### src/rtl/fifo_pkg.sv
// Shared constants and helpers for the fifo_sync family.
package fifo_pkg;

  localparam int unsigned FIFO_MODE_REG  = 0;
  localparam int unsigned FIFO_MODE_FWFT = 1;

  // Default almost-full threshold: two entries below full.
  function automatic int unsigned afull_default(input int unsigned asize);
    return (32'd1 << asize) - 32'd2;
  endfunction

endpackage

### src/rtl/fifo_sync_if.sv
// Handshake/data bundle between a FIFO user (master) and fifo_sync (slave).
interface fifo_sync_if #(
  parameter int unsigned DSIZE = 8,
  parameter int unsigned ASIZE = 4
);
  logic             flush;
  logic             clr_err;
  logic [DSIZE-1:0] wdata;
  logic             winc;
  logic             wfull;
  logic             walmost_full;
  logic             rinc;
  logic [DSIZE-1:0] rdata;
  logic             rempty;
  logic             ralmost_empty;
  logic [ASIZE:0]   count;
  logic             overflow;
  logic             underflow;

  modport master (
    output flush, clr_err, wdata, winc, rinc,
    input  wfull, walmost_full, rdata, rempty, ralmost_empty, count, overflow, underflow
  );

  modport slave (
    input  flush, clr_err, wdata, winc, rinc,
    output wfull, walmost_full, rdata, rempty, ralmost_empty, count, overflow, underflow
  );
endinterface

### src/rtl/fifo_ram.sv
// DEPTH x DSIZE storage: clocked write port, asynchronous read port.
module fifo_ram #(
  parameter int unsigned DSIZE = 8,
  parameter int unsigned ASIZE = 4
) (
  input  logic             clk,
  input  logic             i_we,
  input  logic [ASIZE-1:0] i_waddr,
  input  logic [DSIZE-1:0] i_wdata,
  input  logic [ASIZE-1:0] i_raddr,
  output logic [DSIZE-1:0] o_rdata_c
);
  localparam int unsigned DEPTH = 32'd1 << ASIZE;

  logic [DSIZE-1:0] r_mem [DEPTH];

  // Write port; storage is deliberately not reset.
  always_ff @(posedge clk) begin
    if (i_we) r_mem[i_waddr] <= i_wdata;
  end

  assign o_rdata_c = r_mem[i_raddr];
endmodule

### src/rtl/fifo_sync.sv
// Single-clock FIFO with registered or first-word-fall-through read,
// exact fill level, almost flags, sticky error flags and synchronous flush.
module fifo_sync
  import fifo_pkg::*;
#(
  parameter int unsigned DSIZE      = 8,
  parameter int unsigned ASIZE      = 4,
  parameter int unsigned FWFT       = FIFO_MODE_REG,
  parameter int unsigned AFULL_THR  = afull_default(ASIZE),
  parameter int unsigned AEMPTY_THR = 2
) (
  input  logic       clk,
  input  logic       rst,
  fifo_sync_if.slave bus
);
  localparam int unsigned DEPTH = 32'd1 << ASIZE;
  localparam int unsigned CW    = ASIZE + 1;
  localparam logic [CW-1:0] DEPTH_C  = CW'(DEPTH);
  localparam logic [CW-1:0] AFULL_C  = CW'(AFULL_THR);
  localparam logic [CW-1:0] AEMPTY_C = CW'(AEMPTY_THR);

  // Reject illegal configurations at elaboration.
  if (AFULL_THR == 0 || AFULL_THR > DEPTH) begin : g_bad_afull
    $error("fifo_sync: AFULL_THR must be in 1..DEPTH");
  end
  if (AEMPTY_THR > DEPTH - 1) begin : g_bad_aempty
    $error("fifo_sync: AEMPTY_THR must be in 0..DEPTH-1");
  end
  if (FWFT > FIFO_MODE_FWFT) begin : g_bad_mode
    $error("fifo_sync: FWFT must be 0 or 1");
  end

  logic [CW-1:0]    r_wptr, r_rptr, r_count;
  logic [CW-1:0]    w_wptr_nxt, w_rptr_nxt, w_count_nxt;
  logic             w_wr_en, w_rd_en, w_ovf_nxt, w_udf_nxt;
  logic             r_wfull, r_walmost_full, r_rempty, r_ralmost_empty;
  logic             r_overflow, r_underflow;
  logic [DSIZE-1:0] w_ram_rdata;

  // Accept/reject decisions and next-state pointers, count and error flags.
  always_comb begin
    w_wr_en    = bus.winc && !r_wfull && !bus.flush;
    w_rd_en    = bus.rinc && !r_rempty && !bus.flush;
    w_wptr_nxt = bus.flush ? '0 : r_wptr + CW'(w_wr_en);
    w_rptr_nxt = bus.flush ? '0 : r_rptr + CW'(w_rd_en);
    w_count_nxt = w_wptr_nxt - w_rptr_nxt;
    w_ovf_nxt  = (bus.winc && r_wfull && !bus.flush) || (r_overflow && !bus.clr_err);
    w_udf_nxt  = (bus.rinc && r_rempty && !bus.flush) || (r_underflow && !bus.clr_err);
  end

  // Pointer, count and flag registers; flags follow the next-state count.
  always_ff @(posedge clk or posedge rst) begin
    if (rst) begin
      r_wptr          <= '0;
      r_rptr          <= '0;
      r_count         <= '0;
      r_wfull         <= 1'b0;
      r_walmost_full  <= 1'b0;
      r_rempty        <= 1'b1;
      r_ralmost_empty <= 1'b1;
      r_overflow      <= 1'b0;
      r_underflow     <= 1'b0;
    end else begin
      r_wptr          <= w_wptr_nxt;
      r_rptr          <= w_rptr_nxt;
      r_count         <= w_count_nxt;
      r_wfull         <= (w_count_nxt == DEPTH_C);
      r_walmost_full  <= (w_count_nxt >= AFULL_C);
      r_rempty        <= (w_count_nxt == '0);
      r_ralmost_empty <= (w_count_nxt <= AEMPTY_C);
      r_overflow      <= w_ovf_nxt;
      r_underflow     <= w_udf_nxt;
    end
  end

  fifo_ram #(
    .DSIZE(DSIZE),
    .ASIZE(ASIZE)
  ) u_ram (
    .clk      (clk),
    .i_we     (w_wr_en),
    .i_waddr  (r_wptr[ASIZE-1:0]),
    .i_wdata  (bus.wdata),
    .i_raddr  (r_rptr[ASIZE-1:0]),
    .o_rdata_c(w_ram_rdata)
  );

  if (FWFT == FIFO_MODE_FWFT) begin : g_fwft
    assign bus.rdata = w_ram_rdata;
  end else begin : g_reg
    logic [DSIZE-1:0] r_rdata;
    // Registered read: capture the head when a pop is accepted.
    always_ff @(posedge clk or posedge rst) begin
      if (rst)          r_rdata <= '0;
      else if (w_rd_en) r_rdata <= w_ram_rdata;
    end
    assign bus.rdata = r_rdata;
  end

  assign bus.count         = r_count;
  assign bus.wfull         = r_wfull;
  assign bus.walmost_full  = r_walmost_full;
  assign bus.rempty        = r_rempty;
  assign bus.ralmost_empty = r_ralmost_empty;
  assign bus.overflow      = r_overflow;
  assign bus.underflow     = r_underflow;
endmodule

### src/flat_wrapper.sv
// flat-port wrapper written by rule: the top's interface ports become plain ports
module fifo_sync_flat import fifo_pkg::*;
#(
  parameter int unsigned DSIZE      = 8,
  parameter int unsigned ASIZE      = 4,
  parameter int unsigned FWFT       = FIFO_MODE_REG,
  parameter int unsigned AFULL_THR  = afull_default(ASIZE),
  parameter int unsigned AEMPTY_THR = 2
)
  (clk, rst, bus_flush, bus_clr_err, bus_wdata, bus_winc, bus_rinc, bus_wfull, bus_walmost_full, bus_rdata, bus_rempty, bus_ralmost_empty, bus_count, bus_overflow, bus_underflow);
  fifo_sync_if #(.DSIZE(DSIZE), .ASIZE(ASIZE)) bus_i ();
  input  logic clk;
  input  logic rst;
  input wire logic [$bits(bus_i.flush)-1:0] bus_flush;
  input wire logic [$bits(bus_i.clr_err)-1:0] bus_clr_err;
  input wire logic [$bits(bus_i.wdata)-1:0] bus_wdata;
  input wire logic [$bits(bus_i.winc)-1:0] bus_winc;
  input wire logic [$bits(bus_i.rinc)-1:0] bus_rinc;
  output wire logic [$bits(bus_i.wfull)-1:0] bus_wfull;
  output wire logic [$bits(bus_i.walmost_full)-1:0] bus_walmost_full;
  output wire logic [$bits(bus_i.rdata)-1:0] bus_rdata;
  output wire logic [$bits(bus_i.rempty)-1:0] bus_rempty;
  output wire logic [$bits(bus_i.ralmost_empty)-1:0] bus_ralmost_empty;
  output wire logic [$bits(bus_i.count)-1:0] bus_count;
  output wire logic [$bits(bus_i.overflow)-1:0] bus_overflow;
  output wire logic [$bits(bus_i.underflow)-1:0] bus_underflow;
  assign bus_i.flush = bus_flush;
  assign bus_i.clr_err = bus_clr_err;
  assign bus_i.wdata = bus_wdata;
  assign bus_i.winc = bus_winc;
  assign bus_i.rinc = bus_rinc;
  assign bus_wfull = bus_i.wfull;
  assign bus_walmost_full = bus_i.walmost_full;
  assign bus_rdata = bus_i.rdata;
  assign bus_rempty = bus_i.rempty;
  assign bus_ralmost_empty = bus_i.ralmost_empty;
  assign bus_count = bus_i.count;
  assign bus_overflow = bus_i.overflow;
  assign bus_underflow = bus_i.underflow;
  fifo_sync #(.DSIZE(DSIZE), .ASIZE(ASIZE), .FWFT(FWFT), .AFULL_THR(AFULL_THR), .AEMPTY_THR(AEMPTY_THR)) u_core (.clk(clk), .rst(rst), .bus(bus_i));
endmodule
### config.mk
export PLATFORM = sky130hd
export DESIGN_NAME = fifo_sync_flat
export DESIGN_NICKNAME = d
export VERILOG_FILES = /design/src/rtl/fifo_pkg.sv /design/src/rtl/fifo_sync_if.sv /design/src/rtl/fifo_ram.sv /design/src/rtl/fifo_sync.sv /design/src/flat_wrapper.sv
export SDC_FILE = /design/constraint.sdc
export NUM_CORES = 1
export LEC_CHECK = 0
export CORE_MARGIN = 2
export CORE_UTILIZATION = 45
export DETAILED_ROUTE_END_ITERATION = 8
export PLACE_DENSITY = 0.72
export SLEW_MARGIN = 40
export SYNTH_ARGS = -nofsm -noshare
export SYNTH_HDL_FRONTEND = slang
export SYNTH_SLANG_ARGS = --single-unit
### constraint.sdc
create_clock -name clk -period 3.5 [get_ports clk]
set_clock_uncertainty 0.2 [all_clocks]
set_input_delay 0.35 -clock clk [delete_from_list [all_inputs] [get_ports clk]]
set_output_delay 0.35 -clock clk [all_outputs]
set_load 0.01 [all_outputs]
==> Implementation_results.wiki <==
{| class="wikitable"
! Metric !! Value
|-
| Slew @ Worst Pin || 0.651 ns
|-
| Vias per Instance || 5.55
|-
| Post-CTS Resized || 0
|-
| XOR/XNOR Fraction of Synth Area || 0.0123
|-
| Clock tree from TritonCTS || built
|-
| Final Critical Period || 3.31 ns
|-
| Post-Synthesis Mean Instance Area || 19.0 um^2
|-
| Top cell type by total area after synthesis || sky130_fd_sc_hd__edfxtp_1
|-
| Syn Nets || 355
|-
| Overall global routing resource usage || 0.176
|-
| Area growth from synthesis to layout || 21.2%
|-
| Capturing element type of the critical path || register
|-
| CTS Root Cell || sky130_fd_sc_hd__clkbuf_16
|-
| DRC violations left || 0
|-
| Largest family of logic cells by synthesized area || multiplexers
|-
| Number of nets in the layout || 423
|-
| Antenna diodes || 0
|-
| Status || finished, final reports clean
|-
| Final wirelength || 12100 um
|-
| Clock latency on the worst-skew pair || 0.42 ns
|-
| Height of the die || between 100 and 150 um
|-
| Startpoint types || primary input
|-
| Reported max-cap violation count || 0
|-
| Main synth FF type || sky130_fd_sc_hd__edfxtp_1
|-
| Arrival time worst endpoint || between 3 and 4 ns
|-
| Pin count of the biggest net entering global routing || 34
|-
| Most Crowded Layer GR || met2
|-
| Most used standard cells in the synthesized netlist || 128 x sky130_fd_sc_hd__edfxtp_1, 31 x sky130_fd_sc_hd__mux4_2, 27 x sky130_fd_sc_hd__dfrtp_1
|-
| Post-cts hold buffer count || 0
|-
| Clock-pin slew on the worst setup and hold paths || 0.06 ns
|-
| Number of vias after detailed routing || 3291
|-
| Initial cell density of the core || 0.457
|-
| Fraction of registers with async set/reset || 0.185
|-
| Register area share after synthesis || 0.726
|-
| Distinct cell type count after synthesis || 44
|-
| Slew headroom || 0.566
|-
| Residual overflow from global routing || 0
|-
| Final cell utilization of the core || 0.555
|-
| Min-Delay Path Class || in2async
|-
| Count of mapped cells out of synthesis || 332
|-
| Share of the synthesized area in compound gates (AO/OA/AOI/OAI) || 0.0355
|-
| Die area || roughly 0.015 mm^2
|-
| Number of DRC violations after detailed-routing iteration 0 || 250
|-
| Die extent in x || 122 um
|-
| RSZ-0062 raised after global routing || no
|-
| H-tree Lvls || 4
|-
| Post-synth design cell area || 0.00630 mm^2
|-
| Kind of critical path || in2reg
|-
| Final count of pins violating max slew || 0
|-
| Global Route met1 Usage || 0.230
|-
| Routed length per instance || ~20 um
|-
| Dominant cells by area after synthesis || sky130_fd_sc_hd__edfxtp_1 61%, sky130_fd_sc_hd__mux4_2 11%, sky130_fd_sc_hd__dfrtp_1 11%
|-
| Synthesis Warnings || 0
|-
| Flip-flop and latch count after synthesis || approximately 160
|-
| Share of layout cells above drive strength 1 || 0.286
|-
| Number of rows created at floorplan || 43
|-
| EDFF count, synth || 128
|-
| Crit path required time || 3.60 ns
|-
| Maximum ir drop on the vdd rail || 0.506 mV
|-
| Count of buffers inserted at the top-level ports || 32
|-
| Deepest clock path buffer count || 2
|-
| Post-synth top area share || 0.610
|-
| Synth Area in Simple Gates || 0.0518
|-
| Count of final setup violators || 0
|-
| Hpwl dp || 7730 um
|-
| Power per Cell Area || 620 mW/mm^2
|-
| Count of TritonRoute iterations in the first routing pass || 5
|-
| Met3 usage in global routing || 0.0474
|-
| Total core area || 0.0138 mm^2
|-
| Number of antenna violations at the first check in global routing || 0
|-
| CTS Buf Count || 17
|-
| Leakage component of the power || 2.69 nW
|-
| Multiplexer area fraction after synthesis || 0.133
|-
| Most numerous cell in the Yosys netlist || sky130_fd_sc_hd__edfxtp_1
|-
| Postcts setup bufs || 0
|-
| Count of pins on the block boundary || 33
|-
| Number of global-route vias before repair || 3431
|-
| Smallest hold slack || roughly 0.11 ns
|-
| Global-route wire length before repair || 18900 um
|-
| Final GP Congestion || 0.812
|-
| Upper clock frequency limit || 303 MHz
|-
| Max Fanout on Critical Path || 5
|-
| Clock sink count || ~160
|-
| Tcrit/Tclk final || 0.944
|-
| Number of hold violations in the final report || 0
|-
| Fillers || 1047
|-
| Post-route ant nets || 0
|-
| Met2 Track Usage GR || 0.284
|-
| Adder and majority gate portion of the synthesized area || 0.0191
|}
[cell usage in the layout (no fill, tap or decap), types with 7 or more instances in the layout]
| master | count |
|---|---|
| sky130_fd_sc_hd__edfxtp_1 | 128 |
| sky130_fd_sc_hd__buf_4 | 34 |
| sky130_fd_sc_hd__clkdlybuf4s50_1 | 32 |
| sky130_fd_sc_hd__mux4_2 | 31 |
| sky130_fd_sc_hd__dfrtp_1 | 26 |
| sky130_fd_sc_hd__clkbuf_16 | 17 |
| sky130_fd_sc_hd__nor2_1 | 16 |
| sky130_fd_sc_hd__o21ai_0 | 11 |
| sky130_fd_sc_hd__inv_1 | 10 |
| sky130_fd_sc_hd__nor2b_1 | 10 |
| sky130_fd_sc_hd__mux2_2 | 8 |
| sky130_fd_sc_hd__ha_1 | 8 |
| sky130_fd_sc_hd__a22oi_1 | 7 |
[per-layer routing]
layer	routed length, um	vias to the layer above
met4	195	0
met2	6150	108
li1	-	1444
met3	603	16
met5	0	-
met1	5120	1723
[registers in the layout (all words and copies together) (netlist names)]
signal                    cells
u_core.r_rptr                 5
u_core.bus.ralmost_empty      1
u_core.bus.rdata              8
u_core.r_wptr                 5
u_core.bus.count              5
u_core.u_ram.r_mem          128
u_core.bus.underflow          1
u_core.bus.walmost_full       1
u_core.bus.rempty             1
u_core.bus.overflow           1
u_core.bus.wfull              1
[power by group]
part | leakage (nW) | internal (mW) | switching [mW]
Combinational | 0.842 | 0.327 | 0.266
Sequential | 1.53 | 2.12 | 0.0558
Clock | 0.312 | 1.24 | 0.725
Total | 2.69 | 3.69 | 1.05
[metrics by stage]
step	TNS, ns	setup WS, ns	instances	power [mW]	area (um^2)
floorplan	0	0.432	332	2.53	6300
global placement	-0.115	-0.0488	561	2.80	7000
detailed placement	-0.541	-0.156	561	2.82	7000
CTS	0	0.206	593	4.78	7640
global route	0	0.00818	593	4.90	7640
finish	0	0.195	593	4.74	7640
[logic make-up (layout without fill, tap and decap cells)]
kind of cell,after synthesis,after routing
AO/OA/AOI/OAI,33,33
buffers and inverters,27,108
adder cells (fa/ha/maj),9,9
XOR/XNOR,7,7
multiplexers,43,43
AND/OR/NAND/NOR,56,56
flip-flops,157,157
[critical path, stage by stage]
cell                              delay (ns)
sky130_fd_sc_hd__clkdlybuf4s50_1        0.42
sky130_fd_sc_hd__buf_4                  0.14
sky130_fd_sc_hd__nor3b_1                0.37
sky130_fd_sc_hd__ha_1                   0.33
sky130_fd_sc_hd__nand2b_1               0.12
sky130_fd_sc_hd__ha_1                   0.16
sky130_fd_sc_hd__inv_1                  0.06
sky130_fd_sc_hd__fa_1                   0.39
sky130_fd_sc_hd__a21o_1                 0.17
sky130_fd_sc_hd__a21oi_1                0.18
sky130_fd_sc_hd__xor3_2                 0.35
sky130_fd_sc_hd__nor4_1                 0.37
[final cells by class]
type,count,area (um^2),share of cell area
flip-flops and latches,157,4570,0.599
well taps,180,225,0.0295
clock buffers,20,457,0.0598
repair buffers,66,576,0.0753
inverters,10,37.5,0.00491
multi-input cells,148,1590,0.208
clock inverters,12,181,0.0238
[path summary, 6_finish.rpt]
check / slack (ns) / endpoint / depth (start not counted) / start
min in group clk: 0.29 / u_core.bus.rdata[4] / 1 / u_core.bus.rdata[4]
hold / removal: 0.11 / u_core.bus.overflow / 3 / rst
max in group asynchronous: 2.67 / u_core.bus.ralmost_empty / 3 / rst
hold reg to reg: 0.29 / u_core.bus.rdata[4] / 1 / u_core.bus.rdata[4]
setup reg to reg: 0.24 / u_core.bus.rempty / 10 / u_core.bus.wfull
setup / recovery: 0.19 / u_core.bus.rempty / 12 / bus_flush
Note: power is estimated with default switching activity, not from simulation.
